<file path="src/rtl/alu32_core_if.sv">
// Execute-stage ALU bus: operands and op code in, registered result and flags out.
// Issuer drives in_valid/control/operands; the ALU returns out/out_valid/zero/carry.
interface alu32_core_if #(
    parameter int WIDTH = 32
);
    logic             in_valid;
    logic [6:0]       control;
    logic [WIDTH-1:0] input1;
    logic [WIDTH-1:0] input2;
    logic [WIDTH-1:0] out;
    logic             out_valid;
    logic             zero;
    logic             carry;

    modport master (
        output in_valid, control, input1, input2,
        input  out, out_valid, zero, carry
    );

    modport slave (
        input  in_valid, control, input1, input2,
        output out, out_valid, zero, carry
    );
endinterface

</file>
<file path="src/rtl/alu32_core.sv">
// 32-bit registered ALU, 16 ops selected by control[3:0]; latency is exactly 1 cycle.
// Backpressure: none. Every in_valid cycle is accepted, and a result is produced on the next cycle.
module alu32_core (
    input  logic         i_clk,
    input  logic         i_rst_n,
    alu32_core_if.slave  bus
);
    localparam int WIDTH = 32;

    logic [3:0]       w_sel;
    logic [4:0]       w_shamt;
    logic [WIDTH:0]   w_sum;
    logic [WIDTH:0]   w_diff;
    logic [WIDTH-1:0] w_sra;
    logic             w_slt;
    logic             w_sltu;
    logic [WIDTH-1:0] w_result;
    logic             w_carry;
    logic             w_unused_ctrl;

    logic [WIDTH-1:0] r_out;
    logic             r_out_valid;
    logic             r_zero;
    logic             r_carry;

    assign w_sel         = bus.control[3:0];
    assign w_unused_ctrl = ^bus.control[6:4];
    assign w_shamt       = bus.input2[4:0];

    // Carry and borrow both come from bit WIDTH of a one-bit-wider add/sub.
    assign w_sum  = {1'b0, bus.input1} + {1'b0, bus.input2};
    assign w_diff = {1'b0, bus.input1} - {1'b0, bus.input2};
    assign w_sra  = $signed(bus.input1) >>> w_shamt;
    assign w_slt  = $signed(bus.input1) < $signed(bus.input2);
    assign w_sltu = bus.input1 < bus.input2;

    always_comb begin
        w_result = '0;
        case (w_sel)
            4'd0:    w_result = w_sum[WIDTH-1:0];
            4'd1:    w_result = w_diff[WIDTH-1:0];
            4'd2:    w_result = bus.input1 ^ bus.input2;
            4'd3:    w_result = bus.input1 | bus.input2;
            4'd4:    w_result = bus.input1 & bus.input2;
            4'd5:    w_result = bus.input1 << w_shamt;
            4'd6:    w_result = bus.input1 >> w_shamt;
            4'd7:    w_result = w_sra;
            4'd8:    w_result = {{(WIDTH-1){1'b0}}, w_slt};
            4'd9:    w_result = {{(WIDTH-1){1'b0}}, w_sltu};
            4'd10:   w_result = bus.input2;
            4'd11:   w_result = bus.input1;
            4'd12:   w_result = ~(bus.input1 | bus.input2);
            4'd13:   w_result = ~(bus.input1 & bus.input2);
            4'd14:   w_result = ~(bus.input1 ^ bus.input2);
            default: w_result = '0;
        endcase
    end

    always_comb begin
        w_carry = 1'b0;
        if (w_sel == 4'd0)
            w_carry = w_sum[WIDTH];
        else if (w_sel == 4'd1)
            w_carry = ~w_diff[WIDTH];
    end

    // Result and flags hold across idle cycles; only out_valid drops.
    always_ff @(posedge i_clk or negedge i_rst_n) begin
        if (!i_rst_n) begin
            r_out       <= '0;
            r_out_valid <= 1'b0;
            r_zero      <= 1'b0;
            r_carry     <= 1'b0;
        end else begin
            r_out_valid <= bus.in_valid;
            if (bus.in_valid) begin
                r_out   <= w_result;
                r_zero  <= (w_result == '0);
                r_carry <= w_carry;
            end
        end
    end

    assign bus.out       = r_out;
    assign bus.out_valid = r_out_valid;
    assign bus.zero      = r_zero;
    assign bus.carry     = r_carry;
endmodule

</file>
<file path="src/flat_wrapper.sv">
// flat-port wrapper written by rule: the top's interface ports become plain ports
module alu32_core_flat 
  (i_clk, i_rst_n, bus_in_valid, bus_control, bus_input1, bus_input2, bus_out, bus_out_valid, bus_zero, bus_carry);
  alu32_core_if #(.WIDTH(32)) bus_i ();
  input  logic i_clk;
  input  logic i_rst_n;
  input wire logic [$bits(bus_i.in_valid)-1:0] bus_in_valid;
  input wire logic [$bits(bus_i.control)-1:0] bus_control;
  input wire logic [$bits(bus_i.input1)-1:0] bus_input1;
  input wire logic [$bits(bus_i.input2)-1:0] bus_input2;
  output wire logic [$bits(bus_i.out)-1:0] bus_out;
  output wire logic [$bits(bus_i.out_valid)-1:0] bus_out_valid;
  output wire logic [$bits(bus_i.zero)-1:0] bus_zero;
  output wire logic [$bits(bus_i.carry)-1:0] bus_carry;
  assign bus_i.in_valid = bus_in_valid;
  assign bus_i.control = bus_control;
  assign bus_i.input1 = bus_input1;
  assign bus_i.input2 = bus_input2;
  assign bus_out = bus_i.out;
  assign bus_out_valid = bus_i.out_valid;
  assign bus_zero = bus_i.zero;
  assign bus_carry = bus_i.carry;
  alu32_core u_core (.i_clk(i_clk), .i_rst_n(i_rst_n), .bus(bus_i));
endmodule
</file>
<file path="config.mk">
export PLATFORM = sky130hd
export DESIGN_NAME = alu32_core_flat
export DESIGN_NICKNAME = d
export VERILOG_FILES = /design/src/rtl/alu32_core_if.sv /design/src/rtl/alu32_core.sv /design/src/flat_wrapper.sv
export SDC_FILE = /design/constraint.sdc
export NUM_CORES = 1
export LEC_CHECK = 0
export ABC_AREA = 1
export CORE_AREA = 2 2 163 165
export DETAILED_ROUTE_END_ITERATION = 6
export DIE_AREA = 0 0 165 167
export PLACE_DENSITY = 0.69
export SLEW_MARGIN = 25
export SYNTH_ARGS = -nofsm -noshare
export SYNTH_HDL_FRONTEND = slang
export SYNTH_SLANG_ARGS = --single-unit
</file>
<file path="constraint.sdc">
create_clock -name i_clk -period 0.8 [get_ports i_clk]
set_input_delay 0.08 -clock i_clk [delete_from_list [all_inputs] [get_ports i_clk]]
set_output_delay 0.08 -clock i_clk [all_outputs]
set_load 0.05 [all_outputs]
</file>
==> summary.txt, run 1 <==
Run status
  – Status: did not finish
  – Last stage: global routing
  – Err: [ERROR GRT-0232] Routing congestion too high. Check the congestion heatmap in the GUI.

Global route
  – Gr usage total: 90.1%
  – Gr ovfl total: ~800
  – Largest net degree at the start of global routing: 70

Clock tree
  – Number of buffers created by CTS: 5
  – Clock sink count: 35
  – Root buf cell: clkbuf_16
  – Maximum clock path buffer count: 2
  – H-tree levels: 2

Synth
  – Synth top area share: around 28%
  – Sequential area share after synthesis: around 6.9%
  – Top cells by count, synth: 952 x nand2_1, 488 x nand3_1, 314 x inv_1
  – Post-synthesis net count: about 2800
  – Synth area leader: nand2_1
  – Syn Std Cell Area: approximately 0.013 sq mm
  – Syn Inst Count: approximately 2600
  – Main flop type after synthesis: dfrtp_1
  – EDFF count, synth: 0
  – Ys async rst share: between 90% and 100%
  – Warnings from Yosys: 0
  – Post-synthesis register bit count: 35
  – Mean Syn Cell Area: around 4.9 sq um
  – Yosys cell types: 38
  – Area contributors post-synth: nand2_1 28%, nand3_1 19%, ha_1 10%
  – Most common cell in the netlist: nand2_1

Timing
  – Kind of the worst endpoint: register input
  – GRT worst endpoint: u_core.bus.zero$_DFFE_PN0P_/D

Placement
  – RePlAce Congestion: approximately 1.2
  – Hpwl dp: 59300 um
  – Placed inst area: around 0.019 sq mm
  – Dpl cells: 3519
  – # port buffers: 105

Floorplanning
  – Die Span X: 165 um
  – Initial Utilization: roughly 49%
  – Die height: between 150 and 200 um
  – FP Rows: 59
  – I/O pin count: around 110
[timing repair]
| item | CTS |
|---|---|
| setup endpoints to repair | 69 |
| cloned | 6 |
| resized for setup | 973 |
| hold buffers | 0 |
| buffers inserted | 88 |
| pin swaps | 215 |
[kinds of logic after synthesis]
logic type / after synthesis / share of synthesized area, %
buf+inv: 438 / 13.6
flops: 35 / 6.87
simple gates: 1788 / 58.7
compound gates: 238 / 10.4
fa+ha+maj: 104 / 10.3
mux: 1 / 0.0785
[routing by layer]
layer,GRT overflow,track usage (%)
met1,9,85.9
met2,562,106
met3,8,78.1
met4,232,94.0
met5,2,51.1
[through the flow]
step | setup TNS, ns | hold slack (ns) | util (%) | setup slack (ns)
floorplan | -33.71 | -0.216 | - | -1.30
CTS | -39.94 | 0.179 | 86.3 | -1.32
global placement | -66.21 | 0.466 | 73.1 | -2.45
detailed placement | -68.09 | 0.477 | 73.1 | -2.55
==> run 2: changes to the inputs <==
--- a/config.mk
+++ b/config.mk
@@ -6,10 +6,10 @@
 export NUM_CORES = 1
 export LEC_CHECK = 0
 export ABC_AREA = 1
-export CORE_AREA = 2 2 163 165
+export CORE_AREA = 2 2 194 196
 export DETAILED_ROUTE_END_ITERATION = 6
-export DIE_AREA = 0 0 165 167
-export PLACE_DENSITY = 0.69
+export DIE_AREA = 0 0 196 198
+export PLACE_DENSITY_LB_ADDON = 0.15
 export SLEW_MARGIN = 25
 export SYNTH_ARGS = -nofsm -noshare
 export SYNTH_HDL_FRONTEND = slang
==> summary.txt, run 2 <==
Run status
  – Failing checks: setup timing
  – Status: finished with violations

Placement
  – Hpwl dp: about 68000 um
  – RePlAce Congestion: ~1.0
  – # port buffers: roughly 110

Global route
  – Vias in the first global route: between 20000 and 25000
  – Initial antenna violation count: 1
  – Largest net degree at the start of global routing: between 60 and 70
  – Gr usage total: ~43%
  – Gr ovfl total: 0
  – First-pass GRT wire length: between 100000 and 150000 um

Run
  – Maximum Capacitance Violations: 0

Layout
  – Layout area overhead: 98.2%
  – # nets final: approximately 3600
  – Fraction of layout cells with a size suffix above 1: roughly half
  – Commonest non-fill, non-tap cells in the layout: 680 x nand2_1, 610 x buf_4, 326 x nand3_1, 204 x inv_1, 193 x nand2_2
  – Area of the multi-input gates: around 0.014 sq mm
  – Fillers: approximately 3200
  – Fin util: between 60% and 70%
  – Most common cell after layout, fill and taps aside: nand2_1
  – Register area: 878 sq um
  – ANT cells: 0
  – Max FFs per register: 32

Clock tree
  – Clock sink count: 35
  – Clk pin slew, worst setup/hold paths: 0.07 ns
  – Number of buffers created by CTS: 5
  – H-tree levels: 2
  – Root buf cell: clkbuf_16
  – Maximum clock path buffer count: 2
  – CTS tree: yes
  – Clock Latency Late Sink: around 0.30 ns

Drt
  – 1st-pass router iterations: 6
  – Total number of vias: about 22000
  – Routed WL per cell: ~23 um
  – Final WL: about 89000 um
  – Initial DRC count: ~2300
  – Drc violations: 0
  – DR vias/cell: ~5.7
  – Antenna viol nets, final: 0

Synth
  – Warnings from Yosys: 0
  – Area contributors post-synth: nand2_1 28%, nand3_1 19%, ha_1 10%
  – Top cells by count, synth: 952 x nand2_1, 488 x nand3_1, 314 x inv_1
  – Ys async rst share: 100%
  – Most common cell in the netlist: nand2_1
  – EDFF count, synth: 0
  – Post-synthesis net count: between 2000 and 3000
  – Sequential area share after synthesis: between 6 and 7%
  – Mean Syn Cell Area: 4.90 sq um
  – Yosys cell types: 38
  – Syn Inst Count: ~2600
  – Post-synthesis register bit count: 35
  – Synth top area share: 28.0%
  – Syn Std Cell Area: about 0.013 sq mm
  – Synth area leader: nand2_1
  – Main flop type after synthesis: dfrtp_1

Floorplanning
  – Die height: around 200 um
  – FP Rows: slightly above 70
  – Core ar.: 0.0370 sq mm
  – I/O pin count: 109
  – Initial Utilization: roughly 35%
  – Die Span X: 196 um
  – Die area: slightly below 0.04 sq mm

Setup path
  – Critical Path RT: about 1.0 ns
  – Worst setup SP type: primary input
  – Critical path class: in -> reg
  – CP endpoint kind: flop
  – Worst-path fanout max: 4
  – WP data arrival: about 2.5 ns

Timing
  – Worst rel slew slack: about 65%
  – Min Tclk post-route: between 2 and 2.5 ns
  – Final Skew: 0 ns
  – Max-slew violation count: 0
  – Worst-margin pin slew: between 0.5 and 0.6 ns
  – RSZ-0062 raised after global routing: true
  – Tcrit/Tclk final: 286%
  – Final worst slack: -1.49 ns
  – Setup_tns: -42.83 ns
  – FMAX: about 440 MHz
  – Final setup vio count: between 60 and 70
  – Final hold vios: 0

Pwr
  – Total power draw: 24.3 mW
  – Pleak: roughly 13 nW
  – Peak VDD IR: about 0.00076 V
  – PD cells: ~960 mW/mm^2

Hold path
  – HP Class: in -> async
==> run 2: cell counts after synthesis <==
No cell type changed its count.
==> run 2: cell families after synthesis <==
| logic type | Yosys count | synth area share, % |
|---|---|---|
| compound gates | 238 | 10.4 |
| fa+ha+maj | 104 | 10.3 |
| simple gates | 1788 | 58.7 |
| mux | 1 | 0.0785 |
| buf+inv | 438 | 13.6 |
| flops | 35 | 6.87 |
==> run 2: repair_timing <==
item                                   in CTS  in global routing
gates resized for setup                  1018                518
pin swaps                                 218                175
hold buffers                                1                  0
buffers inserted                          105                 55
endpoints found under the hold margin      35                  0
setup endpoints to repair                  69                 69
cloned                                      5                  8
==> run 2: worst paths after layout <==
check                           slack [ns]                        endpoint  depth (start not counted)                            from
worst max-delay path                 -1.49     u_core.bus.zero$_DFFE_PN0P_                         21                   bus_input1[0]
worst min-delay path                  0.28  u_core.bus.out[31]$_DFFE_PN0P_                          3                         i_rst_n
worst max register to register       -0.02  u_core.bus.out[12]$_DFFE_PN0P_                          3  u_core.bus.out[12]$_DFFE_PN0P_
worst min register to register        0.54  u_core.bus.out[28]$_DFFE_PN0P_                          2  u_core.bus.out[28]$_DFFE_PN0P_
max in group asynchronous             0.30   u_core.bus.out[2]$_DFFE_PN0P_                          3                         i_rst_n
min in group i_clk                    0.43   u_core.bus.out[4]$_DFFE_PN0P_                          5                   bus_input2[4]
==> run 2: area by class of cell <==
class / count / share of cell area [%]
Timing Repair Buffer: 879 / 32.8
Clock buffer: 6 / 0.550
Tap cell: 474 / 2.35
Multi-Input combinational cell: 2131 / 55.4
Clock inverter: 1 / 0.0198
Timing Repair inverter: 1 / 0.0644
Inverter: 319 / 5.34
Sequential cell: 35 / 3.48
==> run 2: worst max-delay path, stage by stage <==
cell     delay [ns]
buf_8          0.08
inv_4          0.04
ha_4           0.15
buf_6          0.11
fa_2           0.42
inv_4          0.10
buf_12         0.10
nand3_4        0.10
nand3_4        0.13
nand2_4        0.08
nand3_4        0.07
nand2_2        0.08
nand3_4        0.09
nand3_4        0.10
nor2_4         0.18
nand2_4        0.11
nor2_4         0.12
nand2_2        0.08
nor2_4         0.14
nand3_2        0.08
nand2_1        0.06
==> run 2: power by group <==
part	internal [mW]	switching, mW
Sequential	2.04	0.325
Clock	1.22	0.874
Combinational	8.63	11.2
Total	11.9	12.4
==> run 2: stage by stage <==
step / setup WS [ns] / std cells / hold slack, ns / cell area [sq um]
final: -1.49 / 3846 / 0.278 / 25300
after global routing: -1.57 / 3846 / 0.307 / 25300
after CTS: -1.41 / 3794 / 0.291 / 23000
after detailed placement: -3.03 / 3685 / 0.0633 / 19300
after global placement: -3.11 / 3685 / 0.0607 / 19300
after floorplan: -1.30 / 2604 / -0.216 / 13100
==> run 2: routing by layer <==
layer	share of wire, %	wire length, um	global-route usage, %
met1	40	35200	56.4
met2	43	38200	68.7
met3	11	9480	8.75
met4	7.0	6240	20.1
met5	0	0	0
(Power assumes the default switching activity.)
